===== src/rtl/signal_conditioner.sv =====
// Sensor input conditioner: synchronizer, hold-time debounce,
// edge pulses and a saturating glitch counter.
module signal_conditioner #(
  parameter int SYNC_STAGES = 2,
  parameter int CNT_WIDTH   = 16,
  parameter int SCALE       = 100
) (
  input  logic       i_clk,
  input  logic       i_rst_n,
  input  logic       i_signal,
  input  logic       i_enable,
  input  logic [3:0] i_hold,
  input  logic       i_clear_count,
  output logic       o_signal,
  output logic       o_rise,
  output logic       o_fall,
  output logic       o_glitch,
  output logic [7:0] o_glitch_count
);

  typedef enum logic {
    STABLE  = 1'b0,
    QUALIFY = 1'b1
  } state_e;

  state_e state_q, state_d;

  logic [SYNC_STAGES-1:0] sync_q, sync_d;
  logic [CNT_WIDTH-1:0]   cnt_q, cnt_d;
  logic [CNT_WIDTH-1:0]   load_val;
  logic                   sig_q, sig_d;
  logic                   rise_q, rise_d;
  logic                   fall_q, fall_d;
  logic                   glitch_q, glitch_d;
  logic [7:0]             gcnt_q, gcnt_d;

  logic s_sync;
  logic mismatch;
  logic cnt_zero;
  logic do_load;
  logic do_count;
  logic do_abort;
  logic do_accept;

  assign s_sync   = sync_q[SYNC_STAGES-1];
  assign mismatch = s_sync != sig_q;
  assign cnt_zero = cnt_q == '0;
  assign load_val = CNT_WIDTH'(i_hold) * CNT_WIDTH'(SCALE);

  always_comb begin
    sync_d = {sync_q[SYNC_STAGES-2:0], i_signal};
  end

  always_ff @(posedge i_clk or negedge i_rst_n) begin
    if (!i_rst_n) begin
      state_q <= STABLE;
    end else begin
      state_q <= state_d;
    end
  end

  // Disable abandons any qualification without a glitch pulse.
  always_comb begin
    state_d = state_q;
    unique case (state_q)
      STABLE: begin
        if (i_enable && mismatch) state_d = QUALIFY;
      end
      QUALIFY: begin
        if (!i_enable || !mismatch || cnt_zero) state_d = STABLE;
      end
      default: state_d = STABLE;
    endcase
  end

  always_comb begin
    do_load   = (state_q == STABLE) && i_enable && mismatch;
    do_abort  = (state_q == QUALIFY) && i_enable && !mismatch;
    do_accept = (state_q == QUALIFY) && i_enable && mismatch && cnt_zero;
    do_count  = (state_q == QUALIFY) && i_enable && mismatch && !cnt_zero;

    cnt_d = cnt_q;
    if (do_load) begin
      cnt_d = load_val;
    end else if (do_count) begin
      cnt_d = cnt_q - 1'b1;
    end

    sig_d    = do_accept ? s_sync : sig_q;
    rise_d   = do_accept && s_sync;
    fall_d   = do_accept && !s_sync;
    glitch_d = do_abort;

    gcnt_d = gcnt_q;
    unique case (1'b1)
      i_clear_count:                gcnt_d = 8'd0;
      do_abort && gcnt_q != 8'hFF:  gcnt_d = gcnt_q + 8'd1;
      default:                      gcnt_d = gcnt_q;
    endcase
  end

  always_ff @(posedge i_clk or negedge i_rst_n) begin
    if (!i_rst_n) begin
      sync_q   <= '0;
      cnt_q    <= '0;
      sig_q    <= 1'b0;
      rise_q   <= 1'b0;
      fall_q   <= 1'b0;
      glitch_q <= 1'b0;
      gcnt_q   <= 8'd0;
    end else begin
      sync_q   <= sync_d;
      cnt_q    <= cnt_d;
      sig_q    <= sig_d;
      rise_q   <= rise_d;
      fall_q   <= fall_d;
      glitch_q <= glitch_d;
      gcnt_q   <= gcnt_d;
    end
  end

  assign o_signal       = sig_q;
  assign o_rise         = rise_q;
  assign o_fall         = fall_q;
  assign o_glitch       = glitch_q;
  assign o_glitch_count = gcnt_q;

endmodule


===== config.mk =====
export PLATFORM = sky130hd
export DESIGN_NAME = signal_conditioner
export DESIGN_NICKNAME = d
export VERILOG_FILES = /design/src/rtl/signal_conditioner.sv
export SDC_FILE = /design/constraint.sdc
export NUM_CORES = 1
export LEC_CHECK = 0
export ABC_AREA = 1
export BUFFER_PORTS_ARGS = -buffer_cell sky130_fd_sc_hd__buf_2
export CELL_PAD_IN_SITES_DETAIL_PLACEMENT = 1
export CELL_PAD_IN_SITES_GLOBAL_PLACEMENT = 1
export CORE_ASPECT_RATIO = 1.25
export CORE_MARGIN = 1
export CORE_UTILIZATION = 39
export DETAILED_ROUTE_END_ITERATION = 6
export GPL_TIMING_DRIVEN = 0
export PLACE_DENSITY = 0.76
export SYNTH_ARGS = -nofsm -noshare
export SYNTH_HDL_FRONTEND = slang
export SYNTH_SLANG_ARGS = --single-unit

===== constraint.sdc =====
create_clock -name i_clk -period 1.56 [get_ports i_clk]
set_input_delay 0.312 -clock i_clk [delete_from_list [all_inputs] [get_ports i_clk]]
set_output_delay 0.312 -clock i_clk [all_outputs]
set_load 0.02 [all_outputs]

Yosys cells after proc, flatten, opt, wreduce, memory -nomap -nowiden --
Index checks and enable logic that the tools add are counted.
Storage, ports and cells: bits in registers 31, input bits 9, output and inout port bits 12, word-level logic and storage cells 40
Cells by class: $add $sub $neg 2, $mul 1, equality and inequality tests 2, muxes and demuxes 6, bitwise operators 1, reduce and logical (&&, ||, !) cells 20
Operators by type and width (count):
- 16-bit 2-to-1 mux | 2
- 16-bit zero test | 1
- 8-bit case mux with 2 select lines | 1
- 16-bit by 1-bit subtractor with 16-bit output (second input constant) | 1
- 1-bit logical AND | 11
- 4-bit by 5-bit multiplier with 9-bit output (second input constant) | 1
- 8-bit by 1-bit adder with 8-bit output (second input constant) | 1
- 8-bit != test (second input constant) | 1
- 1-bit zero test | 4
- 2-bit nonzero test | 2
- 1-bit logical OR | 2
- 1-bit 2-to-1 mux | 2
- 1-bit case mux with 2 select lines | 1
- 1-bit != test | 1
- 1-bit NOT | 1

Logic depth before layout (Yosys ltp) --
Gate-level depths: netlist of run 1.
word-level depth 6, depth in mapped cells 14

Worst setup path after synthesis of run 1 --
OpenSTA, ideal clock, no wires.
path type input to register, from input i_hold[0], to register cnt_q[10], setup time 116 ps, data arrival time 1663 ps, path slack -219 ps, stages on the path 14, path through ha_1 ha_1 inv_1 fa_1 inv_1 nand2_1 nor2_1 nor2_1 nand2_1 nand2_1 nand2_1 nand2_1 nand2_1 nand2_1
On the way: word-level cells in the longest chain between the ends 2
Ends and longest elaborated chain:
- start: declaration | line 12 | input logic [3:0] i_hold,
- 4-bit by 5-bit multiplier with 9-bit output | line 48 | assign load_val = CNT_WIDTH'(i_hold) * CNT_WIDTH'(SCALE);
- 16-bit 2-to-1 mux | line 83 | if (do_load) begin
- end signal: assignment | line 113 | cnt_q <= cnt_d;
- end: declaration | line 29 | logic [CNT_WIDTH-1:0] cnt_q, cnt_d;
Every way passes these cells. A chain may end at the register's enable or synchronous reset.

Worst setup path in the final report of run 1 --
from register cnt_q[1], to register cnt_q[8]
On the way: word-level cells in the longest chain between the ends 4, elaborated cells on any way between the ends 7, those cells by class 1 x add/sub; 2 x mux; 4 x reduce/logical
Ends and longest elaborated chain:
- parallel branches: the longest is 4 deep, another holds 16-bit by 1-bit subtractor with 16-bit output
Several ways; the timed one is not identified. The select of a mux whose other input is x is not followed.

==> results of run 1 <==
## how the worst max path moves through the flow
stage,depth (start not counted),startpoint,end,slack (ns)
after floorplan,14,i_hold[1],cnt_q[10]$_DFFE_PN0P_,-0.15
after global placement,15,i_hold[1],cnt_q[10]$_DFFE_PN0P_,-0.41
after detailed placement,15,i_hold[1],cnt_q[10]$_DFFE_PN0P_,-0.43
after CTS,15,i_hold[1],cnt_q[10]$_DFFE_PN0P_,-0.03
after global routing,7,sync_q[1]$_DFF_PN0_,cnt_q[8]$_DFFE_PN0P_,-0.14
final,10,cnt_q[1]$_DFFE_PN0P_,cnt_q[8]$_DFFE_PN0P_,-0.03
## stage by stage
step,setup TNS (ns),cells,setup slack (ns),utilization,hold WS (ns)
after global placement,-4.35,354,-0.412,0.460,0.335
final,-0.0911,380,-0.0319,0.558,0.0805
after global routing,-1.31,380,-0.138,0.558,0.132
after detailed placement,-4.96,354,-0.429,0.460,0.358
after CTS,-0.0265,369,-0.0265,0.515,0.105
after floorplan,-0.148,274,-0.148,-,0.0164
## per-layer routing
metal	vias to the layer above	part of all wire	wire [um]	GRT usage
li1	968	-	-	-
met1	984	0.36	2200	0.231
met2	35	0.59	3580	0.481
met3	13	0.022	135	0.0412
met4	0	0.030	180	0.0851
met5	-	0	0	0
## sequential cells by signal, indices dropped and copies added (netlist names)
signal / cells
cnt_q: 16
o_signal: 1
o_rise: 1
o_glitch: 1
state_q: 1
sync_q: 2
o_glitch_count: 8
o_fall: 1
## area by class of cell
class | count | area [um^2] | area share
Clock buffer | 6 | 82.6 | 0.0306
Clock inverter | 1 | 5.00 | 0.00186
Sequential cell | 31 | 781 | 0.289
Timing Repair Buffer | 39 | 287 | 0.106
Inverter | 33 | 129 | 0.0478
Buffer | 3 | 31.3 | 0.0116
Multi-Input combinational cell | 207 | 1310 | 0.485
Tap cell | 60 | 75.1 | 0.0278
## what timing repair did
item                                    CTS  global route
buffers inserted                          7            11
pin swaps                                12            17
gates resized for setup                  34            28
endpoints found under the hold margin     0             0
cloned                                    1             1
endpoints found under the setup margin   26            24
## report_power, final
part	internal, mW	switching (mW)
combinational	0.919	1.48
sequential	0.986	0.215
clock	0.346	0.304
total	2.25	2.00
## logic make-up (layout without fill, tap and decap cells)
family / after synthesis / after routing / synth area share
and+or+nand+nor: 160 / 160 / 0.347
adders and majority gates: 12 / 12 / 0.0782
buffers and inverters: 36 / 82 / 0.0720
AOI/OAI and AO/OA: 25 / 25 / 0.0708
DFF: 31 / 31 / 0.385
xor gates and xnor gates: 10 / 10 / 0.0472
## synthesized netlist by cell type, drive strengths merged
cell type | number | area [um^2]
ha | 11 | 138
nor3 | 3 | 20.0
o31ai | 1 | 7.51
nand4 | 7 | 43.8
fa | 1 | 20.0
dfrtp | 31 | 776
xor2 | 7 | 68.8
buf | 3 | 21.3
o21bai | 4 | 30.0
and2 | 2 | 12.5
nor3b | 1 | 7.51
nor2 | 31 | 119
a21oi | 1 | 8.76
inv | 33 | 124
nand2 | 89 | 347
nand3b | 2 | 15.0
xnor2 | 3 | 26.3
o22ai | 1 | 6.26
nand3 | 25 | 135
o21ai | 18 | 90.1
## critical path: stages (launching register included)
cell and delay (ns):
dfrtp_1 0.37, inv_2 0.10, ha_4 0.16, nand3_4 0.13, nor2_4 0.17, nand2_4 0.08, nand2_4 0.12, nand2_8 0.09
buf_8 0.15, nand2_1 0.06, nand2_1 0.05
==> results_dict.tcl, run 1 <==
set metrics [dict create \
    status "finished with violations" \
    violations "negative setup slack" \
    layout-drive-gt1-share 0.322 \
    path_clk_slew_ns 0.07 \
    nFillCells 610 \
    final_cell_mix "80 x nand2_1, 27 x dfrtp_1, 23 x inv_1" \
    min_path_type "input port to asynchronous set/reset pin" \
    stdcell_area_um2 2700 \
    worstPathRequired_ns 1.73 \
    die_h_um 82.4 \
    powerDensity_nw_per_um2 1570 \
    grt_use_total 0.235 \
    fin_crit_sh 1.02 \
    placement_rows 28 \
    start_util 0.417 \
    critPathLaunchType "flip-flop" \
    vias_per_cell 5.26 \
    post_drt_wl_per_cell_um 16.0 \
    core_area_um2 4830 \
    ios 21 \
    grt_pass1_vias 2019 \
    worstMarginPinSlew_ns 0.731 \
    worstReg2RegStart "cnt_q[1]$_DFFE_PN0P_" \
    gr-total-overflow 0 \
    routed_wl_mm 6.09 \
    clk_path_buf_depth 2 \
    cts_hold_buf 0 \
    drv_slew 0 \
    htree_levels 2 \
    fin_skew_ns 0.00518 \
    syn-cell-area_um2 2020 \
    dr_total_vias 2000 \
    antenna_left 0 \
    cts.sinks 31 \
    cap_viol_max_count 0 \
    cp-end-kind "flip-flop" \
    rsz0062_at_grt "yes" \
    cp_max_fo 8 \
    cts_tree "done" \
    syn_nets 295 \
    regToRegEndpoint "cnt_q[8]$_DFFE_PN0P_" \
    rrSetupSlack_ns -0.03 \
    drc 0 \
    drt_iter0_markers 61 \
    synth-seq-cells 31 \
    dpl_cell_area_um2 2220 \
    path_class "flip-flop to flip-flop" \
    die-area_um2 5460 \
    finalHoldViolCount 0 \
    grt_pass1_wl_mm 9.43 \
    clockRootBuffer "clkbuf_8" \
    ys_types 29 \
    hpwlAfterDp_mm 4.07 \
    critical_path_arrival_ns 1.76 \
    layout.cells.most_common "nand2_1" \
    finalPower_mw 4.25 \
    firstDrtPassIters 4 \
    ir_worst_vdd_mv 0.755 \
    syn_avg_cell_area_um2 7.36 \
    clock_latency_ns 0.29 \
    final.min_clock_period_ns 1.59 \
    port_buffers 20 \
    p_leak_nw 1.36 \
    yosysSeqAreaShare 0.385 \
    antenna_found_initial 0 \
    place_congestion 0.790 \
    fin_ws_ns -0.0319 \
    yosysWarnings 0 \
    antenna_cells 0 \
    grt_max_degree 32 \
    area_growth_pct 33.8 \
    reg2reg_depth 10 \
    nets 341 \
    die_w_um 66.3 \
    relSlewSlack 0.513 \
    synthCells 274 \
    clock.fmax_mhz 628 \
    cts_buffers 5 \
    finalSetupViolCount 7 \
]
Power figures use the tool's default switching activity.
==> run 2, diff against run 1 <==
- GPL_TIMING_DRIVEN: 0 -> default
==> results_dict.tcl, run 2 (same netlist as run 1, synthesis figures left out) <==
set metrics [dict create \
    placement_rows 28 \
    path_class "flip-flop to flip-flop" \
    layout.cells.most_common "nand2_1" \
    critical_path_arrival_ns 1.75 \
    min_path_cells 1 \
    die-area_um2 5460 \
    critPathLaunchType "flip-flop" \
    regToRegEndpoint "cnt_q[2]$_DFFE_PN0P_" \
    finalHoldViolCount 0 \
    cap_viol_max_count 0 \
    reg2reg_depth 9 \
    ios 21 \
    start_util 0.417 \
    finalSetupViolCount 3 \
    p_leak_nw 1.52 \
    cts.sinks 31 \
    port_buffers 20 \
    final_cell_mix "79 x nand2_1, 47 x buf_4, 29 x dfrtp_1" \
    hp-start "i_signal" \
    area_growth_pct 46.9 \
    regMostFlops "cnt_q" \
    clock_latency_ns 0.29 \
    post_drt_wl_per_cell_um 16.0 \
    largest_reg_flops 16 \
    antenna_left 0 \
    violations "negative setup slack" \
    relSlewSlack 0.714 \
    cts_buffers 5 \
    antenna_cells 0 \
    worstMarginPinSlew_ns 0.429 \
    hpwlAfterDp_mm 4.59 \
    core_area_um2 4830 \
    cts_tree "done" \
    die_h_um 82.4 \
    die_w_um 66.3 \
    fin_setup_tns_ns -0.0202 \
    vias_per_cell 5.13 \
    routed_wl_mm 6.64 \
    rsz0062_at_grt "yes" \
    drc 0 \
    nets 374 \
    firstDrtPassIters 4 \
    clk_path_buf_depth 2 \
    powerDensity_nw_per_um2 1610 \
    min_path_type "input port to flip-flop" \
    cp_max_fo 7 \
    dr_total_vias 2123 \
    fin_skew_ns 0.0121 \
    path_clk_slew_ns 0.08 \
    drt_iter0_markers 60 \
    antenna_found_initial 0 \
    grt_pass1_vias 2251 \
    post-route-util 0.612 \
    grt_max_degree 17 \
    worstReg2RegStart "cnt_q[7]$_DFFE_PN0P_" \
    drv_slew 0 \
    dp.cells 398 \
    status "finished with violations" \
    clock.fmax_mhz 635 \
    htree_levels 2 \
    post_layout_nonfiller_instances 414 \
    grt_use_total 0.252 \
    whs_ns 0.120 \
    gr-total-overflow 0 \
    grt_pass1_wl_mm 10.2 \
    place_congestion 0.767 \
    rrSetupSlack_ns -0.02 \
    holdPathEnd "sync_q[0]$_DFF_PN0_" \
    worstPathRequired_ns 1.74 \
    fin_ws_ns -0.0154 \
    ir_worst_vdd_mv 0.867 \
    cp-end-kind "flip-flop" \
    fin_crit_sh 1.01 \
    clockRootBuffer "clkbuf_8" \
    final.min_clock_period_ns 1.58 \
    layout-drive-gt1-share 0.384 \
]
-- run 2: cell count changes in the layout (fill, tap and decap cells not counted), sizes merged --
| cell | before | now |
|---|---|---|
| clkinvlp | 0 | 1 |
| buf | 41 | 74 |
| dlygate4sd3 | 0 | 1 |
| clkbuf | 7 | 6 |
-- run 2: layout make-up --
class	count	area, um^2
clock buffers	6	72.6
fillers	596	1870
clock inverters	2	12.5
inverters	33	131
multi-input cells	207	1310
flip-flops and latches	31	778
well taps	60	75.1
repair buffers	75	577
-- run 2: through the flow --
step	power [mW]	cell area, um^2	setup WS [ns]
2_1_floorplan	2.45	2050	-0.148
3_3_place_gp	3.47	2570	-0.353
3_5_place_dp	3.54	2570	-0.392
4_1_cts	4.34	2750	0.00382
5_1_grt	5.11	2960	-0.135
6_report	4.76	2960	-0.0154
-- run 2: what timing repair did --
action	4_1_cts	5_1_grt
cloned	0	1
hold endpoints to repair	14	0
endpoints found under the setup margin	19	22
setup buffers	1	7
hold buffers	1	0
pin swaps	13	16
gates resized for setup	24	44
-- run 2: power by group --
part	leakage, nW	internal [mW]	switching (mW)
Sequential	0.411	0.983	0.177
Combinational	1.06	1.29	1.67
Clock	0.0412	0.312	0.328
Total	1.52	2.58	2.18
-- run 2: layer usage --
layer	track usage	part of all wire	up-vias
li1	-	-	1033
met1	0.241	0.38	1044
met2	0.522	0.59	31
met3	0.0398	0.013	15
met4	0.0979	0.023	0
met5	0	0	-
-- run 2: how the worst max path moves through the flow --
stage / from / to / slack (ns) / cells after the start
after detailed placement: i_hold[1] / cnt_q[10]$_DFFE_PN0P_ / -0.39 / 15
after floorplan: i_hold[1] / cnt_q[10]$_DFFE_PN0P_ / -0.15 / 14
after global routing: sync_q[1]$_DFF_PN0_ / cnt_q[2]$_DFFE_PN0P_ / -0.13 / 8
final: cnt_q[7]$_DFFE_PN0P_ / cnt_q[2]$_DFFE_PN0P_ / -0.02 / 9
after global placement: i_hold[1] / cnt_q[10]$_DFFE_PN0P_ / -0.35 / 15
after CTS: cnt_q[0]$_DFFE_PN0P_ / cnt_q[3]$_DFFE_PN0P_ / 0.004 / 10
-- run 2: critical path: stages (launching register included) --
cell and delay (ns):
dfrtp_1 0.45, nor2_2 0.16, nand2_1 0.14, nor2_4 0.15, nand2_2 0.09, nand2_4 0.09
nand2_4 0.11, buf_12 0.16, nand2_1 0.05, o21ai_0 0.08
==> run 3, diff against run 2 <==
- CAP_MARGIN: default -> 0
- CORE_ASPECT_RATIO: 1.25 -> default
- SLEW_MARGIN: default -> 20
==> results_dict.tcl, run 3 (same netlist as run 1, synthesis figures left out) <==
set metrics [dict create \
    finalHoldViolCount 0 \
    final.min_clock_period_ns 1.66 \
    dp.cells 404 \
    status "finished with violations" \
    antenna_cells 0 \
    cp-end-kind "flip-flop" \
    crit_slowest_cell "dfrtp_1" \
    dpl_cell_area_um2 2570 \
    ir_worst_vdd_mv 0.804 \
    start_util 0.416 \
    grt_use_total 0.254 \
    path_clk_slew_ns 0.07 \
    die_w_um 73.9 \
    regToRegEndpoint "cnt_q[5]$_DFFE_PN0P_" \
    clock.fmax_mhz 603 \
    drv_slew 0 \
    violations "negative setup slack" \
    p_leak_nw 1.53 \
    port_buffers 20 \
    powerDensity_nw_per_um2 1670 \
    max_stage_delay_ns 0.43 \
    relSlewSlack 0.711 \
    finalSetupViolCount 21 \
    cp_max_fo 5 \
    grt_max_degree 32 \
    reg2reg_depth 8 \
    worstMarginPinSlew_ns 0.434 \
    drc 0 \
    min_path_type "input port to asynchronous set/reset pin" \
    firstDrtPassIters 4 \
    ios 21 \
    hpwlAfterDp_mm 4.48 \
    gr-total-overflow 0 \
    fin_crit_sh 1.06 \
    cap_viol_max_count 0 \
    final_cell_mix "81 x nand2_1, 51 x buf_4, 29 x dfrtp_1" \
    post_layout_nonfiller_instances 423 \
    path_class "flip-flop to flip-flop" \
    vias_per_cell 5.30 \
    area_growth_pct 47.1 \
    crit_buf_inv 2 \
    grt_pass1_vias 2266 \
    placement_rows 25 \
    worstPathRequired_ns 1.79 \
    worstReg2RegStart "sync_q[1]$_DFF_PN0_" \
    fin_ws_ns -0.0971 \
    layout.cells.most_common "nand2_1" \
    cts_buffers 5 \
    layout-drive-gt1-share 0.379 \
    cts.sinks 31 \
    drt_iter0_markers 109 \
    clock_latency_ns 0.29 \
    rsz0062_at_grt "yes" \
    rrSetupSlack_ns -0.1 \
    detailedPlace.worstSlack_ns -0.374 \
    finalPower_mw 4.94 \
    post-route-util 0.611 \
    cp_cell_sequence "xor2_2 -> nand3_2 -> inv_2 -> nand2_4 -> nand2_4 -> buf_4 -> nand2_1 -> nand2_1" \
    cts_hold_buf 0 \
    die-area_um2 5460 \
    fin_skew_ns 0.00652 \
    largest_reg_flops 16 \
    stdcell_area_um2 2960 \
    htree_levels 2 \
    grt_pass1_wl_mm 10.3 \
    routed_wl_mm 7.58 \
    regMostFlops "cnt_q" \
    dr_total_vias 2243 \
    die_h_um 73.9 \
    post_drt_wl_per_cell_um 17.9 \
    clockRootBuffer "clkbuf_8" \
    antenna_left 0 \
    critPathLaunchType "flip-flop" \
    cts_tree "done" \
    place_congestion 0.841 \
    clk_path_buf_depth 2 \
    antenna_found_initial 0 \
    crit_family "simple AND/OR/NAND/NOR gates" \
    nets 376 \
    core_area_um2 4850 \
    critical_path_arrival_ns 1.89 \
]
==> run 3: cell count changes in the layout (fill, tap and decap cells not counted), sizes merged <==
cell / change
nand2: +1
buf: +2
bufinv: +1
dlygate4sd3: -1
clkinvlp: -1
==> run 3: through the flow <==
step	setup TNS [ns]	hold WS, ns
5_1_grt	-2.96	0.0807
4_1_cts	0	0.0504
2_1_floorplan	-0.148	0.0164
3_3_place_gp	-1.84	0.335
6_report	-1.22	0.0288
3_5_place_dp	-2.50	0.353
==> run 3: worst register-to-register path, stage by stage (launching register included) <==
cell and delay [ns]:
dfrtp_1 0.43, xor2_2 0.31, nand3_2 0.22, inv_2 0.14, nand2_4 0.07, nand2_4 0.13, buf_4 0.14, nand2_1 0.07
nand2_1 0.09
==> run 3: worst max path at each step <==
stage	start	to	slack, ns	cells after the start
2_1_floorplan	i_hold[1]	cnt_q[10]$_DFFE_PN0P_	-0.15	14
3_3_place_gp	i_hold[1]	cnt_q[10]$_DFFE_PN0P_	-0.34	15
3_5_place_dp	i_hold[1]	cnt_q[10]$_DFFE_PN0P_	-0.37	15
4_1_cts	cnt_q[5]$_DFFE_PN0P_	cnt_q[2]$_DFFE_PN0P_	0.0007	9
5_1_grt	sync_q[1]$_DFF_PN0_	cnt_q[5]$_DFFE_PN0P_	-0.18	8
6_report	sync_q[1]$_DFF_PN0_	cnt_q[5]$_DFFE_PN0P_	-0.1	8
==> run 3: layer usage <==
layer | up-vias | GRT usage | wire [um]
met5 | - | 0 | 0
met4 | 0 | 0.0791 | 321
met3 | 29 | 0.0412 | 250
met2 | 59 | 0.481 | 3830
met1 | 1112 | 0.287 | 3180
li1 | 1043 | - | -
==> run 3: report_power, final <==
part,total (mW),internal (mW),leakage (nW),switching [mW]
registers,1.14,0.984,0.411,0.156
clock network,0.847,0.517,0.0612,0.330
logic,2.96,1.22,1.06,1.73
total,4.94,2.72,1.53,2.22
==> run 3: final cells by class <==
class	count	area, um^2
fillers	599	1880
well taps	67	83.8
clock inverters	2	35.0
repair buffers	76	571
clock buffers	6	82.6
flip-flops and latches	31	778
inverters	33	126
multi-input cells	208	1290
==> run 3: repair_timing <==
item	in CTS	in global routing
gates resized for setup	15	45
buffers inserted	4	6
gates cloned	1	0
endpoints found under the setup margin	19	25
pin swaps	11	14
